<file path="config.mk">
export PLATFORM = sky130hd
export DESIGN_NAME = micro_sequencer
export DESIGN_NICKNAME = d
export VERILOG_FILES = /design/src/rtl/micro_sequencer.sv
export SDC_FILE = /design/constraint.sdc
export NUM_CORES = 1
export LEC_CHECK = 0
export ABC_AREA = 1
export BUFFER_PORTS_ARGS = -buffer_cell sky130_fd_sc_hd__buf_2
export CAP_MARGIN = 20
export CORE_MARGIN = 4
export CORE_UTILIZATION = 54
export CTS_CLUSTER_SIZE = 12
export DETAILED_ROUTE_END_ITERATION = 8
export PLACE_DENSITY = 0.92
export SLEW_MARGIN = 20
export SYNTH_ARGS = -nofsm -noshare
export SYNTH_HDL_FRONTEND = slang
export SYNTH_SLANG_ARGS = --single-unit
</file>
<file path="constraint.sdc">
create_clock -name CLOCK_50 -period 3.3 [get_ports CLOCK_50]
set_clock_uncertainty 0.15 [all_clocks]
set_input_delay 0.66 -clock CLOCK_50 [delete_from_list [all_inputs] [get_ports CLOCK_50]]
set_output_delay 0.66 -clock CLOCK_50 [all_outputs]
set_load 0.02 [all_outputs]
</file>
<file path="src/rtl/micro_sequencer.sv">
// micro_sequencer: microprogram sequencer with a registered microinstruction register (MIR),
// condition/dispatch branching and memory-wait handling with a bounded timeout.
`default_nettype none

module micro_sequencer #(
  parameter int DATA_BUS_IN  = 11,
  parameter int DATA_BUS_OUT = 41,
  parameter int TIMEOUT      = 255
) (
  input  logic                    CLOCK_50,
  input  logic                    RESET_InLow,
  output logic [DATA_BUS_IN-1:0]  ROM_ADDR,
  input  logic [DATA_BUS_OUT-1:0] ROM_DATA,
  input  logic [31:0]             IR,
  input  logic [3:0]              PSR_NZVC,
  input  logic                    MEM_ACK,
  output logic [5:0]              MIR_A,
  output logic [5:0]              MIR_B,
  output logic [5:0]              MIR_C,
  output logic                    MIR_AMUX,
  output logic                    MIR_BMUX,
  output logic                    MIR_CMUX,
  output logic                    MIR_RD,
  output logic                    MIR_WR,
  output logic [3:0]              MIR_ALU,
  output logic [DATA_BUS_IN-1:0]  UPC,
  output logic                    MEM_TIMEOUT
);

  typedef enum logic [1:0] {S_BOOT = 2'd0, S_RUN = 2'd1, S_WAIT = 2'd2} state_t;

  localparam logic [7:0] TMO_LAST = 8'(TIMEOUT - 1);

  state_t                  state;
  logic [DATA_BUS_OUT-1:0] mir;
  logic [7:0]              wait_cnt;

  logic [2:0]             cond;
  logic [DATA_BUS_IN-1:0] jump;
  logic [DATA_BUS_IN-1:0] upc_inc;
  logic [DATA_BUS_IN-1:0] next_addr;
  logic                   mem_op;
  logic                   cnt_last;
  logic                   advance;
  logic                   unused_ir;

  assign MIR_A    = mir[40:35];
  assign MIR_AMUX = mir[34];
  assign MIR_B    = mir[33:28];
  assign MIR_BMUX = mir[27];
  assign MIR_C    = mir[26:21];
  assign MIR_CMUX = mir[20];
  assign MIR_RD   = mir[19];
  assign MIR_WR   = mir[18];
  assign MIR_ALU  = mir[17:14];
  assign cond     = mir[13:11];
  assign jump     = mir[10:0];

  assign unused_ir = ^{IR[29:25], IR[18:14], IR[12:0]};

  assign upc_inc  = UPC + 1'b1;
  assign mem_op   = MIR_RD | MIR_WR;
  assign cnt_last = (wait_cnt == TMO_LAST);
  assign advance  = !mem_op | MEM_ACK | cnt_last;

  always_comb begin
    next_addr = upc_inc;
    case (cond)
      3'b001:  next_addr = PSR_NZVC[3] ? jump : upc_inc;
      3'b010:  next_addr = PSR_NZVC[2] ? jump : upc_inc;
      3'b011:  next_addr = PSR_NZVC[1] ? jump : upc_inc;
      3'b100:  next_addr = PSR_NZVC[0] ? jump : upc_inc;
      3'b101:  next_addr = IR[13] ? jump : upc_inc;
      3'b110:  next_addr = jump;
      3'b111:  next_addr = {1'b1, IR[31:30], IR[24:19], 2'b00};
      default: next_addr = upc_inc;
    endcase
  end

  // BOOT (also the reset state) always fetches address 0.
  assign ROM_ADDR = (state == S_BOOT) ? '0 : next_addr;

  always_ff @(posedge CLOCK_50 or negedge RESET_InLow) begin
    if (!RESET_InLow) begin
      state       <= S_BOOT;
      mir         <= '0;
      UPC         <= '0;
      wait_cnt    <= '0;
      MEM_TIMEOUT <= 1'b0;
    end else begin
      case (state)
        S_BOOT: begin
          mir      <= ROM_DATA;
          UPC      <= '0;
          wait_cnt <= '0;
          state    <= S_RUN;
        end
        default: begin
          if (advance) begin
            mir      <= ROM_DATA;
            UPC      <= ROM_ADDR;
            wait_cnt <= '0;
            state    <= S_RUN;
            if (mem_op && !MEM_ACK && cnt_last)
              MEM_TIMEOUT <= 1'b1;
          end else begin
            wait_cnt <= wait_cnt + 8'd1;
            state    <= S_WAIT;
          end
        end
      endcase
    end
  end

endmodule

`default_nettype wire

</file>
== Word-level counts from Yosys, hierarchy flattened ==
Index checks and enable logic that the tools add are counted.

* Register bits after elaboration: 63
* Input port bits: 80
* Output and inout port bits: 50
* Logic and storage cells: 41

* Add/sub/neg operators: 2
* Equal/unequal tests: 8
* Muxes and demuxes: 15
* Bitwise operators: 4
* Reductions and logical operators: 7

{| class="wikitable"
|+ Operators with widths
! operator !! count
|-
| 11-bit 2-to-1 mux || 8
|-
| 41-bit 2-to-1 mux || 2
|-
| 11-bit one-hot mux with 7 select lines || 1
|-
| 8-bit 2-to-1 mux || 2
|-
| 3-bit equality test, second input constant || 4
|-
| 11-bit by 1-bit adder with 11-bit output, second input constant || 1
|-
| 8-bit by 1-bit adder with 8-bit output, second input constant || 1
|-
| 8-bit equality test, second input constant || 1
|-
| 3-bit by 2-bit equality test with 1-bit output, second input constant || 2
|-
| 2-bit 2-to-1 mux || 2
|-
| 3-bit by 1-bit equality test with 1-bit output, second input constant || 1
|-
| 1-bit OR || 3
|-
| 3-bit AND reduction || 1
|-
| 1-bit logical AND || 2
|-
| 1-bit logical NOT || 2
|-
| 2-bit logical NOT || 1
|-
| 2-bit nonzero test || 1
|-
| 1-bit inverter || 1
|}

== Logic depth before layout (Yosys ltp) ==
Gate-level depths: netlist of the first run.

* Depth after elaboration: 6
* Mapped depth: 10
* Gate-level depth less buffers: 10

== Worst setup path before layout of the first run ==
OpenSTA, ideal clock, no wires.

* Path type: reg-to-output
* Start: register UPC[0]
* End: output port ROM_ADDR[2]
* Arrival: 1.716 ns
* Data required time: 2.490 ns
* Slack: 0.774 ns
* Stages on the path, launching flop included: 8
* Buffers on the path: 0
* Cell sequence: dfrtp_1 > ha_1 > xnor2_1 > nand2_1 > o211ai_1 > nand2_1 > inv_1 > a21boi_0

* Word-level cells in the longest chain between the ends: 4
* Elaborated cells on any way between the ends: 8
* Those cells by class: 1 x add/sub; 7 x mux

{| class="wikitable"
|+ Ends and longest elaborated chain
! what !! RTL line !! RTL
|-
| start: declaration || 26 || <nowiki>output logic [DATA_BUS_IN-1:0] UPC,</nowiki>
|-
| start signal: assignment || 87 || <nowiki>UPC <= '0;</nowiki>
|-
| start signal: assignment || 94 || <nowiki>UPC <= '0;</nowiki>
|-
| start signal: assignment || 101 || <nowiki>UPC <= ROM_ADDR;</nowiki>
|-
| 11-bit by 1-bit adder with 11-bit output (*) || 61 || <nowiki>assign upc_inc = UPC + 1'b1;</nowiki>
|-
| 11-bit 2-to-1 mux, on equally long branches || -- ||
|-
| 11-bit one-hot mux with 7 select lines (*) || 68 || <nowiki>case (cond)</nowiki>
|-
| 11-bit 2-to-1 mux (*) || 81 || <nowiki>assign ROM_ADDR = (state == S_BOOT) ? '0 : next_addr;</nowiki>
|-
| end: declaration || 12 || <nowiki>output logic [DATA_BUS_IN-1:0] ROM_ADDR,</nowiki>
|}

Every way passes the cells marked *; elsewhere a longest branch is shown, timed or not.

== Worst setup path after layout of the first run ==
* Start: register UPC[0]
* End: output port ROM_ADDR[6]

The elaborated chain is that of the path after synthesis.

==> run_results.csv, run 1 <==
group,metric,value,unit
worst_setup_path,cp_common_cell,"nand2_1",
worst_setup_path,cp_num_buf_inv,2,
final_layout,drive_gt1_share,24.1,%
power_and_ir_drop,combPwrFrac,37.9,%
route,drt_iter0_drc,305,
floorplan,dieArea,8070,um^2
final_layout,nNetsFinal,662,
power_and_ir_drop,leakagePower,2.48,nW
worst_hold_path,worst_hold_path_type,"in2async",
floorplan,fp.dieW,89.8,um
route,ant_nets,0,
worst_setup_path,reg2reg_from,"wait_cnt[0]",
cts,cts.path.max_buffers,2,
global_routing,antenna_found_initial,1,
timing,finalSetupViolCount,0,
worst_setup_path,crit_family,"simple AND/OR/NAND/NOR gates",
global_routing,grtUsageTotal,22.6,%
worst_setup_path,crit_arrival,2.21,ns
power_and_ir_drop,p_sw_share,41.0,%
place,dp_hpwl,6.50,mm
final_layout,layout_common_cells,"nand2_1 (201), buf_2 (106), dfrtp_1 (63), inv_1 (47), nand3_1 (32)",
cts,cts_hold_buffers,0,
route,via_per_inst,5.29,
route,vias,3494,
final_layout,n_antenna_cell,0,
power_and_ir_drop,p_switching,0.00126,W
final_layout,syn2layout_area_growth,17.8,%
cts,insertion_delay,0.34,ns
cts,clk_root_buffer_cell,"clkbuf_8",
power_and_ir_drop,clkPwrFrac,26.3,%
synth,synth.distinct_cells,29,
cts,clock-sinks,63,
route,wl_per_cell,13.5,um
worst_setup_path,worstPathRequired,2.49,ns
timing,min_period,3.02,ns
final_layout,mostFrequentLayoutCell,"nand2_1",
floorplan,fp.dieH,89.8,um
timing,tightest_slew,0.719,ns
cts,cts_tree,"built",
power_and_ir_drop,power_density,721,nW/um^2
timing,min_period_over_period,91.4,%
route,drc,0,
worst_setup_path,worst-r2r-cell-count,8,
final_layout,fin_area,4260,um^2
synth,synth_top_area_share,43.6,%
global_routing,grt_max_degree,72,
cts,path_clk_slew,0.08,ns
timing,hold_viol,0,
synth,postSynthCellCount,496,
cts,cts_htree_levels,3,
worst_setup_path,critPathSlowestCell,"dfrtp_1",
floorplan,num_io_pins,130,
floorplan,core_area,6420,um^2
synth,yosys_warnings,0,
synth,synth_fp_nets,579,
place,gp_congestion,0.950,
final_layout,multi_input_area,1610,um^2
timing,clock.fmax,331,MHz
floorplan,num_rows,29,
outcome,status,"complete, no violations",
final_layout,nFillCells,568,
timing,setup-tns-final,0,ns
global_routing,grt_pass1_wl,15.1,mm
final_layout,regArea,1580,um^2
synth,synth-seq-cells,63,
synth,syn_area,3620,um^2
synth,postSynthAreaPerCell,7.29,um^2
timing,final_max_slew_viol_count,0,
power_and_ir_drop,irDropWorstVdd,0.417,mV
global_routing,gr-total-overflow,0,
worst_setup_path,r2r-end,"mir[10]",
floorplan,start_util,56.3,%
job,drv_cap,0,
worst_setup_path,path_cells,"ha_1, nand2_1, nor2_1, nand2_1, xnor2_1, nand2_1, nand3_2, nand2_1, inv_1, buf_2",
timing,grt_setup_unrepaired,"false",
worst_setup_path,startpoint_type,"flop",
worst_setup_path,endpoint_kind,"output pin",
power_and_ir_drop,intPower,0.00181,W
worst_setup_path,critPathMaxFanout,7,
worst_setup_path,regToRegSetupSlack,1.23,ns
timing,slew_headroom,52.0,%
place,portBuffers,106,
synth,yosysSeqAreaShare,43.6,%
cts,numCtsBuffers,9,
route,routed_wl,8.89,mm
global_routing,grt_pass1_vias,3339,
cts,cts-resized-gates,0,
place,placed_area,4020,um^2
power_and_ir_drop,seqPwrFrac,35.9,%
synth,yosys.area.top_type,"dfrtp_1",
route,dr.pass1.iters,5,
synth,synthTopCellsByArea,"dfrtp_1 (44%), nand2_1 (21%), buf_4 (5.0%)",
worst_setup_path,crit_type,"reg2out",
worst_setup_path,max_stage_delay,0.47,ns
cts,post_cts_buffers,0,
==> area by class of cell <==
cell class	count	share of cell area, %
Multi-Input combinational cell	346	37.8
Sequential cell	63	37.0
Timing Repair Buffer	109	13.0
Inverter	50	4.41
Clock buffer	10	3.00
Clock inverter	6	2.56
Tap cell	77	2.26
==> metrics by stage <==
step,power (W),util (%),instances,hold slack [ns],worst slack (ns)
global placement,0.00223,62.6,645,0.300,0.735
CTS,0.00308,66.3,661,0.173,0.291
detailed placement,0.00227,62.6,645,0.309,0.678
floorplan,0.00196,-,496,0.214,0.774
finish,0.00307,66.3,661,0.165,0.283
global route,0.00328,66.3,661,0.197,0.0969
==> sequential cells by signal (all words and copies together) (netlist names) <==
signal       cells
state            2
MEM_TIMEOUT      1
mir             41
UPC             11
wait_cnt         8
==> worst max path at each step <==
stage / cells after the start / slack (ns) / endpoint / start
finish: 10 / 0.28 / ROM_ADDR[6] / UPC[0]
detailed placement: 10 / 0.68 / ROM_ADDR[6] / UPC[0]
global route: 10 / 0.1 / ROM_ADDR[6] / UPC[0]
global placement: 11 / 0.73 / ROM_ADDR[10] / PSR_NZVC[0]
CTS: 10 / 0.29 / ROM_ADDR[6] / UPC[0]
floorplan: 7 / 0.77 / ROM_ADDR[2] / UPC[0]
==> synthesized netlist by cell type <==
library cell    n
buf_4          24
a31o_2          1
nor2_2          2
nand2_2         1
nor2_4          1
a21boi_0        1
nand3_1        32
nand2_1       202
nor3_1          7
nand3_2         6
buf_2          13
o21ai_1         1
xor2_1          3
nand4_1        10
o21a_1          1
nor2_1         21
o21ai_0        23
dfrtp_1        63
inv_1          47
xnor2_1         3
o21bai_1        7
nand3b_1        1
nor3_2          1
nand2_4         1
inv_2           3
a31oi_1         1
a21oi_1        11
o211ai_1        6
ha_1            3
==> metal layers <==
| layer | global-route usage, % | share of wire, % |
|---|---|---|
| met5 | 0 | 0.13 |
| met4 | 7.92 | 1.4 |
| met3 | 6.43 | 9.6 |
| met2 | 37.2 | 48 |
| met1 | 28.6 | 41 |
==> power by group through the flow <==
stage / clock network, W / registers [W] / logic (W)
floorplan: 0 / 0.00114 / 0.000815
finish: 0.000806 / 0.00110 / 0.00116
global placement: 0 / 0.00109 / 0.00113
global route: 0.000852 / 0.00113 / 0.00130
detailed placement: 0 / 0.00111 / 0.00116
CTS: 0.000819 / 0.00110 / 0.00116
==> kinds of logic (layout without fill, tap and decap cells) <==
logic type                 Yosys count  count (layout)  synth area share, %
DFF                                 63              63                 43.6
and+or+nand+nor                    285             285                 33.6
xor gates and xnor gates             6               6                 1.45
adders and majority gates            3               3                 1.04
AOI/OAI and AO/OA                   52              52                 8.37
buffers and inverters               87             175                 12.0
Note: power is estimated with default switching activity, not from simulation.
==> run 2: changes to the inputs <==
--- a/config.mk
+++ b/config.mk
@@ -9,10 +9,10 @@
 export BUFFER_PORTS_ARGS = -buffer_cell sky130_fd_sc_hd__buf_2
 export CAP_MARGIN = 20
 export CORE_MARGIN = 4
-export CORE_UTILIZATION = 54
+export CORE_UTILIZATION = 45
 export CTS_CLUSTER_SIZE = 12
 export DETAILED_ROUTE_END_ITERATION = 8
-export PLACE_DENSITY = 0.92
+export PLACE_DENSITY = 0.79
 export SLEW_MARGIN = 20
 export SYNTH_ARGS = -nofsm -noshare
 export SYNTH_HDL_FRONTEND = slang
==> constraint.sdc (replaced) <==
create_clock -name CLOCK_50 -period 3.5 [get_ports CLOCK_50]
set_clock_uncertainty 0.15 [all_clocks]
set_input_delay 0.7 -clock CLOCK_50 [delete_from_list [all_inputs] [get_ports CLOCK_50]]
set_output_delay 0.7 -clock CLOCK_50 [all_outputs]
set_load 0.02 [all_outputs]
==> run 2 against run 1 <==
Compared with the run above:
- die area is 18% higher
- core utilization is 11 points lower
- worst setup slack better by 0.20 ns
- critical path type unchanged
- largest cell class unchanged
==> run_results.csv, run 2 (synthesis results as in run 1) <==
group,metric,value,unit
outcome,status,"complete, no violations",
timing,min_period,3.02,ns
timing,whs,0.218,ns
route,wl_per_cell,12.8,um
route,dr.pass1.iters,5,
worst_setup_path,max_stage_delay,0.46,ns
worst_setup_path,startpoint_type,"flop",
global_routing,grt_max_degree,72,
place,gp_congestion,0.910,
route,routed_wl,8.78,mm
power_and_ir_drop,p_total,0.00285,W
floorplan,num_io_pins,130,
global_routing,grt_pass1_wl,14.8,mm
timing,tightest_slew,0.731,ns
worst_setup_path,endpoint_kind,"output pin",
worst_setup_path,cp_common_cell,"nand2_1",
floorplan,fp.dieW,97.6,um
final_layout,largest_reg_flops,41,
power_and_ir_drop,intPower,0.00166,W
floorplan,start_util,46.6,%
power_and_ir_drop,clkPwrFrac,25.5,%
final_layout,reg_top3,"mir (41), UPC (11), wait_cnt (8)",
final_layout,syn2layout_area_growth,18.5,%
timing,clock.fmax,331,MHz
route,ant_nets,0,
worst_hold_path,worst_hold_path_type,"in2async",
timing,final_max_slew_viol_count,0,
worst_setup_path,critPathMaxFanout,7,
power_and_ir_drop,seqPwrFrac,36.2,%
final_layout,n_antenna_cell,0,
worst_setup_path,worstPathRequired,2.65,ns
floorplan,core_area,7770,um^2
power_and_ir_drop,p_switching,0.00119,W
route,vias,3427,
worst_setup_path,cp_num_buf_inv,1,
cts,cts_htree_levels,3,
power_and_ir_drop,leakagePower,2.47,nW
timing,hold_viol,0,
timing,slew_headroom,51.2,%
timing,setup-tns-final,0,ns
global_routing,grt_pass1_vias,3255,
final_layout,nNetsFinal,662,
timing,grt_setup_unrepaired,"false",
cts,cts_tree,"built",
global_routing,gr-total-overflow,0,
final_layout,largest-register,"mir",
floorplan,num_rows,32,
route,via_per_inst,5.00,
worst_setup_path,crit_type,"reg2out",
timing,fin_ws,0.482,ns
worst_setup_path,crit_arrival,2.17,ns
worst_setup_path,path_cells,"ha_1, xnor2_1, nand2_1, nand2_1, nand2_1, nor2_1, a21boi_0, buf_2",
power_and_ir_drop,p_sw_share,41.7,%
cts,cts.path.max_buffers,2,
timing,min_period_over_period,86.2,%
final_layout,fin_area,4280,um^2
worst_setup_path,crit_family,"flip-flops",
cts,post_cts_buffers,0,
final_layout,mostFrequentLayoutCell,"nand2_1",
place,portBuffers,106,
floorplan,dieArea,9530,um^2
route,drc,0,
job,drv_cap,0,
final_layout,drive_gt1_share,24.3,%
cts,clock-sinks,63,
final_layout,layout_common_cells,"nand2_1 (201), buf_2 (106), dfrtp_1 (63), inv_1 (47), nand3_1 (32)",
global_routing,antenna_found_initial,1,
cts,path_clk_slew,0.08,ns
worst_setup_path,critPathSlowestCell,"dfrtp_1",
cts,numCtsBuffers,9,
cts,insertion_delay,0.33,ns
place,dp_slack,0.790,ns
final_layout,nFillCells,767,
global_routing,grtUsageTotal,18.6,%
timing,finalSetupViolCount,0,
power_and_ir_drop,irDropWorstVdd,0.343,mV
place,dp_hpwl,6.50,mm
power_and_ir_drop,combPwrFrac,38.4,%
cts,cts_hold_buffers,0,
power_and_ir_drop,power_density,665,nW/um^2
route,drt_iter0_drc,177,
cts,clk_root_buffer_cell,"clkbuf_8",
cts,cts-resized-gates,0,
floorplan,fp.dieH,97.6,um
place,placed_area,4050,um^2
-- run 2: per-layer routing --
metal	track usage, %	vias to the layer above	wire (um)
li1	-	1710	-
met1	23.6	1564	3780
met2	30.3	142	4190
met3	6.25	9	734
met4	5.22	2	61
met5	0	-	7
-- run 2: power groups by stage --
stage	registers [W]	logic (W)	clock network, W
2_1_floorplan	0.00108	0.000768	0
3_3_place_gp	0.00103	0.00107	0
3_5_place_dp	0.00104	0.00110	0
4_1_cts	0.00103	0.00110	0.000744
5_1_grt	0.00106	0.00123	0.000780
6_report	0.00103	0.00109	0.000726
-- run 2: path summary, 6_finish.rpt --
| path | startpoint | endpoint | slack (ns) | cells after the start |
|---|---|---|---|---|
| max in group asynchronous | RESET_InLow | mir[35] | 2.60 | 2 |
| min in group CLOCK_50 | MEM_TIMEOUT | MEM_TIMEOUT | 0.32 | 1 |
| worst min-delay path | RESET_InLow | UPC[0] | 0.22 | 2 |
| worst max-delay path | UPC[0] | ROM_ADDR[2] | 0.48 | 8 |
| worst max register to register | wait_cnt[0] | wait_cnt[6] | 1.47 | 9 |
| worst min register to register | MEM_TIMEOUT | MEM_TIMEOUT | 0.32 | 1 |
-- run 2: layout make-up --
| class | count | area (um^2) | share of cell area (%) |
|---|---|---|---|
| sequential | 63 | 1580 | 36.8 |
| tap | 102 | 128 | 2.98 |
| multi-input combinational | 346 | 1610 | 37.6 |
| timing repair buffer | 109 | 553 | 12.9 |
| clock inverter | 6 | 92.6 | 2.16 |
| clock buffer | 10 | 138 | 3.21 |
| inverter | 50 | 188 | 4.38 |
-- run 2: stage by stage --
stage | std cells | util, %
after floorplan | 496 | -
after global placement | 670 | 52.2
after detailed placement | 670 | 52.2
after CTS | 686 | 55.2
after global routing | 686 | 55.2
final | 686 | 55.2
